--- src/rtl/sd_audio_pkg.sv ---
// Shared types and constants for the SD-to-audio-RAM sector scheduler.
package sd_audio_pkg;

  typedef enum logic [2:0] {
    ST_WAIT  = 3'd0,
    ST_ISSUE = 3'd1,
    ST_BUSY  = 3'd2,
    ST_CHECK = 3'd3,
    ST_HOLD  = 3'd4,
    ST_FAULT = 3'd5
  } sched_state_e;

  localparam int unsigned SEC_BYTES  = 512;
  localparam int unsigned HALF_BYTES = 4096;

  localparam logic [31:0] DEF_START_SEC = 32'd16448;
  localparam logic [31:0] DEF_END_SEC   = 32'd15269887;

  function automatic logic [31:0] next_sec(input logic [31:0] cur,
                                           input logic [31:0] first,
                                           input logic [31:0] last);
    return (cur == last) ? first : cur + 32'd1;
  endfunction

endpackage

--- src/rtl/sd_sec_addr_gen.sv ---
// Sector address counter: resets to START_SEC, wraps from END_SEC back to START_SEC.
module sd_sec_addr_gen
  import sd_audio_pkg::*;
#(
  parameter logic [31:0] START_SEC = DEF_START_SEC,
  parameter logic [31:0] END_SEC   = DEF_END_SEC
) (
  input  logic        clk_i,
  input  logic        rst_n_i,
  input  logic        inc_i,
  output logic [31:0] addr_o
);

  logic [31:0] addr_q, addr_d;

  always_comb begin
    addr_d = addr_q;
    if (inc_i) addr_d = next_sec(addr_q, START_SEC, END_SEC);
  end

  always_ff @(posedge clk_i) begin
    if (!rst_n_i) addr_q <= START_SEC;
    else          addr_q <= addr_d;
  end

  assign addr_o = addr_q;

endmodule

--- src/rtl/sd_pingpong_sched.sv ---
// Ping-pong scheduler: fetches SD sectors into alternating 4 KB RAM halves
// and hands filled halves to the playback side.
module sd_pingpong_sched
  import sd_audio_pkg::*;
#(
  parameter logic [31:0] START_SEC     = DEF_START_SEC,
  parameter logic [31:0] END_SEC       = DEF_END_SEC,
  parameter int unsigned SECS_PER_HALF = HALF_BYTES / SEC_BYTES,
  parameter int unsigned STARTUP_CYC   = 1023,
  parameter int unsigned MAX_RETRY     = 3
) (
  input  logic        clk_50M,
  input  logic        rst_n,
  output logic        sec_req,
  output logic [31:0] sec_addr,
  output logic        wr_half,
  input  logic        sec_ack,
  input  logic        sec_done,
  input  logic        sec_err,
  input  logic        half_free,
  output logic        play_half,
  output logic        play_en,
  output logic [1:0]  half_valid,
  output logic        underrun,
  output logic [15:0] underrun_cnt,
  output logic        fault
);

  localparam int unsigned CNT_W = $clog2(STARTUP_CYC + 1);
  localparam int unsigned SEC_W = $clog2(SECS_PER_HALF + 1);
  localparam int unsigned RTY_W = $clog2(MAX_RETRY + 1);

  sched_state_e     state_q, state_d;
  logic [CNT_W-1:0] wait_cnt_q, wait_cnt_d;
  logic [SEC_W-1:0] sec_cnt_q, sec_cnt_d;
  logic [RTY_W-1:0] retry_q, retry_d;
  logic             sec_req_q, sec_req_d;
  logic             wr_half_q, wr_half_d;
  logic             fault_q, fault_d;
  logic             addr_inc;
  logic [1:0]       hv_set;

  logic [1:0]       hv_q, hv_d;
  logic             play_half_q, play_half_d;
  logic             play_en_q, play_en_d;
  logic             primed_q, primed_d;
  logic             underrun_q, underrun_d;
  logic [15:0]      ur_cnt_q, ur_cnt_d;
  logic             other_half;

  sd_sec_addr_gen #(
    .START_SEC(START_SEC),
    .END_SEC  (END_SEC)
  ) u_addr (
    .clk_i  (clk_50M),
    .rst_n_i(rst_n),
    .inc_i  (addr_inc),
    .addr_o (sec_addr)
  );

  // sec_req is registered, so it rises one cycle after ISSUE is entered;
  // an ack is only honoured once the request is actually visible.
  always_comb begin
    state_d    = state_q;
    wait_cnt_d = wait_cnt_q;
    sec_cnt_d  = sec_cnt_q;
    retry_d    = retry_q;
    sec_req_d  = 1'b0;
    wr_half_d  = wr_half_q;
    fault_d    = fault_q;
    addr_inc   = 1'b0;
    hv_set     = '0;
    unique case (state_q)
      ST_WAIT: begin
        if (wait_cnt_q == CNT_W'(STARTUP_CYC - 1)) state_d = ST_ISSUE;
        else wait_cnt_d = wait_cnt_q + 1'b1;
      end
      ST_ISSUE: begin
        sec_req_d = 1'b1;
        if (sec_req_q && sec_ack) begin
          sec_req_d = 1'b0;
          state_d   = ST_BUSY;
        end
      end
      ST_BUSY: begin
        if (sec_done) begin
          retry_d  = '0;
          addr_inc = 1'b1;
          if (sec_cnt_q == SEC_W'(SECS_PER_HALF - 1)) begin
            hv_set[wr_half_q] = 1'b1;
            wr_half_d         = ~wr_half_q;
            sec_cnt_d         = '0;
            state_d           = ST_CHECK;
          end else begin
            sec_cnt_d = sec_cnt_q + 1'b1;
            state_d   = ST_ISSUE;
          end
        end else if (sec_err) begin
          if (retry_q == RTY_W'(MAX_RETRY)) begin
            fault_d = 1'b1;
            state_d = ST_FAULT;
          end else begin
            retry_d = retry_q + 1'b1;
            state_d = ST_ISSUE;
          end
        end
      end
      ST_CHECK: state_d = hv_q[wr_half_q] ? ST_HOLD : ST_ISSUE;
      ST_HOLD:  if (!hv_q[wr_half_q]) state_d = ST_ISSUE;
      ST_FAULT: fault_d = 1'b1;
      default:  state_d = ST_WAIT;
    endcase
  end

  assign other_half = ~play_half_q;

  // Clear from half_free is applied before the FSM's set, so a set wins.
  always_comb begin
    hv_d        = hv_q;
    play_half_d = play_half_q;
    play_en_d   = play_en_q;
    primed_d    = primed_q;
    underrun_d  = 1'b0;
    ur_cnt_d    = ur_cnt_q;
    if (half_free && play_en_q) begin
      hv_d[play_half_q] = 1'b0;
      play_half_d       = other_half;
      if (!hv_q[other_half]) begin
        underrun_d = 1'b1;
        play_en_d  = 1'b0;
        if (ur_cnt_q != '1) ur_cnt_d = ur_cnt_q + 16'd1;
      end
    end else if (!primed_q) begin
      if (hv_q == 2'b11) begin
        play_en_d = 1'b1;
        primed_d  = 1'b1;
      end
    end else if (!play_en_q && hv_q[play_half_q]) begin
      play_en_d = 1'b1;
    end
    hv_d = hv_d | hv_set;
  end

  always_ff @(posedge clk_50M) begin
    if (!rst_n) begin
      state_q     <= ST_WAIT;
      wait_cnt_q  <= '0;
      sec_cnt_q   <= '0;
      retry_q     <= '0;
      sec_req_q   <= 1'b0;
      wr_half_q   <= 1'b0;
      fault_q     <= 1'b0;
      hv_q        <= '0;
      play_half_q <= 1'b0;
      play_en_q   <= 1'b0;
      primed_q    <= 1'b0;
      underrun_q  <= 1'b0;
      ur_cnt_q    <= '0;
    end else begin
      state_q     <= state_d;
      wait_cnt_q  <= wait_cnt_d;
      sec_cnt_q   <= sec_cnt_d;
      retry_q     <= retry_d;
      sec_req_q   <= sec_req_d;
      wr_half_q   <= wr_half_d;
      fault_q     <= fault_d;
      hv_q        <= hv_d;
      play_half_q <= play_half_d;
      play_en_q   <= play_en_d;
      primed_q    <= primed_d;
      underrun_q  <= underrun_d;
      ur_cnt_q    <= ur_cnt_d;
    end
  end

  assign sec_req      = sec_req_q;
  assign wr_half      = wr_half_q;
  assign fault        = fault_q;
  assign half_valid   = hv_q;
  assign play_half    = play_half_q;
  assign play_en      = play_en_q;
  assign underrun     = underrun_q;
  assign underrun_cnt = ur_cnt_q;

endmodule

--- config.mk ---
export PLATFORM = sky130hd
export DESIGN_NAME = sd_pingpong_sched
export DESIGN_NICKNAME = d
export VERILOG_FILES = /design/src/rtl/sd_audio_pkg.sv /design/src/rtl/sd_sec_addr_gen.sv /design/src/rtl/sd_pingpong_sched.sv
export SDC_FILE = /design/constraint.sdc
export NUM_CORES = 1
export LEC_CHECK = 0
export CAP_MARGIN = 20
export CORE_MARGIN = 4
export CORE_UTILIZATION = 55
export CTS_BUF_LIST = sky130_fd_sc_hd__clkbuf_2
export CTS_CLUSTER_DIAMETER = 60
export DETAILED_ROUTE_END_ITERATION = 10
export PLACE_DENSITY = 0.82
export SYNTH_ARGS = -nofsm -noshare
export SYNTH_HDL_FRONTEND = slang
export SYNTH_HIERARCHICAL = 1
export SYNTH_SLANG_ARGS = --single-unit
--- constraint.sdc ---
create_clock -name clk_50M -period 3.45 [get_ports clk_50M]
set_input_delay 0.69 -clock clk_50M [delete_from_list [all_inputs] [get_ports clk_50M]]
set_output_delay 0.69 -clock clk_50M [all_outputs]
set_load 0.01 [all_outputs]
==> results.md, run 1 <==
- Post-layout instance area: 0.004517 mm2
- Area share of the largest cell type after synthesis: 40.59%
- Die outline area: 0.008200 mm2
- Share of async-settable or async-resettable flops after synthesis: 0%
- Total Power Consumption: 0.001447 W
- Delay of the slowest critical-path stage: 0.57 ns
- Via density: 6.076
- Overflow left after global routing: 0
- Startpoint types: input pin
- Cell area power density: 320.5 mW/mm2
- Number of top-level pins: 62
- Via count of the first global-routing pass: 3,285
- TritonCTS clock tree: yes
- Number of synthesized register bits: 76
- Standard-cell rows: 29
- P_leak: 1.419 nW
- Hold bufs inserted after CTS: 0
- Startpoint of the most critical hold path: sec_cnt_q[3]
- Count of mapped cells out of synthesis: 431
- Final period util: 79.52%
- Chip height: 90.56 um
- Max Cap Viol: 0
- Overall die width: 90.56 um
- Maximum buffer depth of the clock tree: 2
- Fraction of the yosys area taken by sequential cells: 40.59%
- Root buffer selected by CTS: sky130_fd_sc_hd__clkbuf_2
- Global-route wire length before repair: 14,320 um
- Antenna-violating nets left: 0
- HPWL after detailed placement: 5605 um
- Highest net fanout along the worst path: 18
- Max Fclk: 0.3645 GHz
- # diodes: 0
- Clk slew on worst S/H paths: 0.20 ns
- Combined buffer and inverter count along the critical path: 1
- Origin of the critical flop-to-flop path: state_q[2]
- Synth top area cells: sky130_fd_sc_hd__dfxtp_1, sky130_fd_sc_hd__a21oi_1, sky130_fd_sc_hd__o31ai_1, sky130_fd_sc_hd__or4_1, sky130_fd_sc_hd__nand2_1
- Run status: complete, no violations
- Number of buffers created by CTS: 9
- Post-layout net count: 500
- Top library cells by usage in the layout, fill and taps aside: sky130_fd_sc_hd__dfxtp_1, sky130_fd_sc_hd__clkdlybuf4s50_1, sky130_fd_sc_hd__a21oi_1
- Setup fix buffers added after clock tree synthesis: 0
- Area growth from synthesis to layout: 20.49%
- Port-buffer cells: 61
- Routed wirelength normalized by instance count: 14.24 um
- Hold Vio Cnt, Final: 0
- Fraction of layout instances using a drive strength above 1: 7.724%
- Aggregate routed wire length: 8100 um
- Total track usage: 20.37%
- Initial DRT Pass Iterations: 4
- Worst slew margin: 53.44%
- Final RePlAce weighted congestion: 0.7999
- Placed Cells incl. Taps: 554
- Resized cells post-CTS: 0
- Largest vdd supply drop: 0.2337 mV
- Average size of a mapped cell: 8.697 um2
- Final cell count without fillers: 569
- Number of antenna violations at the first check in global routing: 0
- Register-to-register path setup slack: 1.05 ns
- Sink Count: 76
- Unrepaired setup endpoints after global routing: false
- Category of the worst setup path capture point: register
- Largest net degree at the start of global routing: 38
- Data required time at the worst endpoint: 3.89 ns
- Leading cell type in the layout, fill and taps excluded: sky130_fd_sc_hd__dfxtp_1
- Standard cell area after detailed placement: 0.004415 mm2
- Count of flip-flops with a built-in enable after synthesis: 0
- Crit-path cells: clkdlybuf4s50_1, nor4bb_2, nand3_1, or3_1, or4_1, a21oi_1
- Crit path setup slack, layout: 0.7066 ns
- Primary flip-flop cell chosen by synthesis mapping: sky130_fd_sc_hd__dfxtp_1
- CTS H-Tree Depth: 3
- Mapped Area: 0.003749 mm2
- Worst setup slack after placement: 0.1985 ns
- DR DRC count: 0
- Starting utilization of the core area: 57.72%
- Core Footprint: 0.006495 mm2
- Post-synthesis cell type with the largest combined area: sky130_fd_sc_hd__dfxtp_1
- Depth of the worst register-to-register path: 5
- Final period demand of the worst path: 2.743 ns
- End point of the most critical hold path: sec_cnt_q[3]
- Clock insertion delay at the later pin of the skew report: 0.49 ns
- Clk_skew: 0.01902 ns
- Cell type group with the largest total delay on the critical path: simple AND/OR/NAND/NOR gates
- Detailed-route via count: 3,457
- Post-synth cell types: 60
- Sum Neg Setup Slack: 0 ns
- Cell depth of the worst min-delay path: 2
- Total nets after synthesis: 443
- Number of design-rule violations left by the first detailed-router iteration: 177
- Tightest Pin Transition: 0.6931 ns
- WP data arrival: 3.18 ns
- Path class of the lowest-slack min-delay path: reg2reg
- Number of setup violations in the final report: 0
- Pins over their slew limit: 0
- Setup Crit Path Kind: in2reg
- Reg2Reg Capture Point: u_addr/addr_o[27]
- Slowest cell on the critical path: sky130_fd_sc_hd__clkdlybuf4s50_1
- Synthesis warning total: 6
[cells by family after synthesis]
logic type,count (synthesis),share of synthesized area (%)
buffers and inverters,30,3.571
multiplexers,13,3.505
XOR/XNOR,21,4.907
AND/OR/NAND/NOR,196,30.31
AO/OA/AOI/OAI,89,15.12
adder cells (fa/ha/maj),6,2.003
flip-flops,76,40.59
[worst min-delay path, cell delays in order, from the launching register on]
cell                      delay, ns
sky130_fd_sc_hd__dfxtp_1       0.36
sky130_fd_sc_hd__nand2_1       0.06
sky130_fd_sc_hd__a21oi_1       0.05
[Yosys cell counts (all sizes together), types with 2 or more instances]
cell,number
a211oi,2
a21oi,35
a31o,2
a31oi,2
and2,2
and3,7
and4,5
buf,10
clkbuf,10
dfxtp,76
ha,6
inv,10
mux2i,12
nand2,34
nand2b,11
nand3,15
nand4,19
nor2,33
nor2b,2
nor3,7
nor3b,4
nor4,12
o2111ai,2
o21ai,18
o311ai,2
o31ai,19
or3,17
or3b,4
or4,18
xnor2,13
xor2,8
[report_power, final]
| part | switching [W] | leakage [nW] | internal [W] |
|---|---|---|---|
| combinational | 0.0000473 | 0.741 | 0.0000397 |
| clock | 0.000295 | 0.0650 | 0.000158 |
| sequential | 0.0000155 | 0.613 | 0.000892 |
[layout make-up]
class	instances	area [um2]
fill	538	1978
sequential	76	1521
multi-input combinational	325	2100
timing repair buffer	66	660.6
clock buffer	9	45.04
tap	77	96.34
clock inverter	6	56.30
inverter	10	37.54
[layer usage]
layer | track usage (%) | vias to the layer above | share of wire [%]
met4 | 5.485 | 0 | 0.56
li1 | - | 1725 | -
met1 | 25.52 | 1633 | 46
met3 | 5.833 | 4 | 4.9
met5 | 0 | - | 0
met2 | 34.16 | 95 | 48
[flip-flops by register name, summed over array words and instances (netlist names)]
name and count:
underrun_cnt 16, sec_req 1, fault 1, wr_half 1, play_en 1, u_addr/addr_o 32, wait_cnt_q 10, play_half 1
sec_cnt_q 4, retry_q 2, primed_q 1, half_valid 2, state_q 3, underrun 1
[how the worst max path moves through the flow]
stage,startpoint,endpoint,slack [ns],cells after the start
final,sec_done,u_addr/addr_o[27],0.71,6
after global routing,sec_done,u_addr/addr_o[25],0.58,6
after CTS,sec_done,u_addr/addr_o[31],0.74,6
after detailed placement,sec_done,u_addr/addr_o[27],0.20,6
after global placement,sec_done,u_addr/addr_o[31],0.24,6
after floorplan,sec_done,u_addr/addr_o[30],0.78,8
[metrics by stage]
| stage | hold slack, ns | util [%] |
|---|---|---|
| 2_1_floorplan | 0.4287 | - |
| 3_3_place_gp | 0.4463 | 67.98 |
| 3_5_place_dp | 0.4612 | 67.98 |
| 4_1_cts | 0.4897 | 69.54 |
| 5_1_grt | 0.5251 | 69.54 |
| 6_report | 0.4903 | 69.54 |
Note: power is estimated with default switching activity, not from simulation.
==> run 2: changes to the inputs <==
==> constraint.sdc (replaced) <==
create_clock -name clk_50M -period 2.61 [get_ports clk_50M]
set_input_delay 0.522 -clock clk_50M [delete_from_list [all_inputs] [get_ports clk_50M]]
set_output_delay 0.522 -clock clk_50M [all_outputs]
set_load 0.01 [all_outputs]
==> results.md, run 2 (synthesized netlist as in run 1, its figures left out) <==
- Unrepaired setup endpoints after global routing: false (unchanged)
- Top library cells by usage in the layout, fill and taps aside: sky130_fd_sc_hd__dfxtp_1, sky130_fd_sc_hd__clkdlybuf4s50_1, sky130_fd_sc_hd__a21oi_1 (unchanged)
- Fraction of layout instances using a drive strength above 1: 10.12% (was 7.724%)
- Via count of the first global-routing pass: 3,321 (was 3,285)
- Max Fclk: 0.4245 GHz
- Number of top-level pins: 62 (unchanged)
- Die outline area: 0.008200 mm2 (unchanged)
- Clk_skew: 0.02673 ns (was 0.01902 ns)
- TritonCTS clock tree: yes (unchanged)
- Antenna-violating nets left: 0 (unchanged)
- Setup Crit Path Kind: in2reg (unchanged)
- # diodes: 0 (unchanged)
- Number of buffers created by CTS: 9 (unchanged)
- Chip height: 90.56 um (unchanged)
- Number of flip-flops under the largest register name: 32 (unchanged)
- Global routing's busiest layer: met2 (unchanged)
- Startpoint types: input pin (unchanged)
- Crit path capture: u_addr/addr_o[28] (was u_addr/addr_o[27])
- Root buffer selected by CTS: sky130_fd_sc_hd__clkbuf_2 (unchanged)
- WP data arrival: 2.79 ns (was 3.18 ns)
- Depth of the worst register-to-register path: 7 (was 5)
- Cell area power density: 398.7 mW/mm2 (was 320.5 mW/mm2)
- CTS H-Tree Depth: 3 (unchanged)
- Highest net fanout along the worst path: 12 (was 18)
- Met2 demand-to-capacity share in global routing: 35.70% (was 34.16%)
- Via density: 6.043 (was 6.076)
- Port-buffer cells: 61 (unchanged)
- Hold bufs inserted after CTS: 0 (unchanged)
- HPWL after detailed placement: 5891 um (was 5605 um)
- Clock insertion delay at the later pin of the skew report: 0.51 ns (was 0.49 ns)
- GR Layer Usage met1: 25.39% (was 25.52%)
- Overflow left after global routing: 0 (unchanged)
- Standard-cell rows: 29 (unchanged)
- Final RePlAce weighted congestion: 0.8471 (was 0.7999)
- Aggregate routed wire length: 8310 um (was 8100 um)
- DR DRC count: 0 (unchanged)
- Final period demand of the worst path: 2.356 ns
- Data required time at the worst endpoint: 3.05 ns (was 3.89 ns)
- Post-layout net count: 512 (was 500)
- Max Cap Viol: 0 (unchanged)
- Resized cells post-CTS: 0 (unchanged)
- Clk slew on worst S/H paths: 0.19 ns (was 0.20 ns)
- Pins over their slew limit: 0 (unchanged)
- Worst setup path startpoint: sec_done (unchanged)
- P_leak: 1.462 nW (was 1.419 nW)
- Reg2Reg Capture Point: u_addr/addr_o[28] (was u_addr/addr_o[27])
- Register-to-register path setup slack: 0.26 ns (was 1.05 ns)
- Total Power Consumption: 0.001828 W (was 0.001447 W)
- Starting utilization of the core area: 57.72% (unchanged)
- Number of setup violations in the final report: 0 (unchanged)
- Detailed-route via count: 3,511 (was 3,457)
- Final period util: 90.26%
- Origin of the critical flop-to-flop path: state_q[1] (was state_q[2])
- Number of antenna violations at the first check in global routing: 0 (unchanged)
- Category of the worst setup path capture point: register (unchanged)
- Global-route wire length before repair: 14,630 um (was 14,320 um)
- Setup fix buffers added after clock tree synthesis: 0 (unchanged)
- Met3 Use GR: 5.750% (was 5.833%)
- Sink Count: 76 (unchanged)
- Leading cell type in the layout, fill and taps excluded: sky130_fd_sc_hd__dfxtp_1 (unchanged)
- Min Hold Slack: 0.4882 ns (was 0.4903 ns)
- Number of design-rule violations left by the first detailed-router iteration: 164 (was 177)
- Worst slew margin: 51.20% (was 53.44%)
- Run status: complete, no violations (unchanged)
- Largest vdd supply drop: 0.3212 mV (was 0.2337 mV)
- Largest net degree at the start of global routing: 32 (was 38)
- Core Footprint: 0.006495 mm2 (unchanged)
- Path class of the lowest-slack min-delay path: reg2reg (unchanged)
- Overall die width: 90.56 um (unchanged)
- Initial DRT Pass Iterations: 5 (was 4)
- Maximum buffer depth of the clock tree: 2 (unchanged)
- Routed wirelength normalized by instance count: 14.30 um (was 14.24 um)
- Total track usage: 20.92% (was 20.37%)
- Hold Vio Cnt, Final: 0 (unchanged)
- Area growth from synthesis to layout: 22.33% (was 20.49%)
- Tightest Pin Transition: 0.7264 ns (was 0.6931 ns)
## run 2: metal layers
| metal | routed length [um] | vias up | part of all wire, % |
|---|---|---|---|
| li1 | - | 1754 | - |
| met1 | 3781 | 1666 | 45 |
| met2 | 4036 | 83 | 49 |
| met3 | 403 | 8 | 4.8 |
| met4 | 89 | 0 | 1.1 |
| met5 | 0 | - | 0 |
## run 2: area by class of cell
| type | count | area (um2) |
|---|---|---|
| multi-input combinational | 325 | 2100 |
| clock buffer | 10 | 50.05 |
| fill | 520 | 1909 |
| inverter | 10 | 37.54 |
| tap | 77 | 96.34 |
| clock inverter | 5 | 30.03 |
| sequential | 76 | 1521 |
| timing repair buffer | 78 | 750.7 |
## run 2: power breakdown
group	internal (W)	leakage, nW	switching [W]
registers	0.00118	0.613	0.0000200
logic	0.0000576	0.796	0.0000642
clock network	0.000119	0.0536	0.000389
## run 2: critical path: stages
cell and delay [ns]:
sky130_fd_sc_hd__clkdlybuf4s50_1 0.49, sky130_fd_sc_hd__nor4bb_2 0.29, sky130_fd_sc_hd__buf_4 0.17, sky130_fd_sc_hd__nand4_1 0.06
sky130_fd_sc_hd__or4_1 0.40, sky130_fd_sc_hd__buf_4 0.19, sky130_fd_sc_hd__or4_1 0.51, sky130_fd_sc_hd__a21boi_1 0.16
## run 2: metrics by stage
stage	setup WS, ns	instances	utilization [%]	TNS (ns)	instance area (um2)
finish	0.2542	581	70.60	0	4586
global route	0.1678	581	70.60	0	4586
CTS	0.2674	581	70.60	0	4586
detailed placement	-0.2774	566	69.37	-7.247	4506
global placement	-0.2229	566	69.37	-6.263	4506
floorplan	0.1111	431	-	0	3749
## run 2: worst min path at each step
stage	from	to	depth (start not counted)
3_5_place_dp	primed_q	primed_q	2
6_report	sec_cnt_q[3]	sec_cnt_q[3]	2
2_1_floorplan	primed_q	primed_q	2
5_1_grt	primed_q	primed_q	2
4_1_cts	sec_cnt_q[3]	sec_cnt_q[3]	2
3_3_place_gp	primed_q	primed_q	2
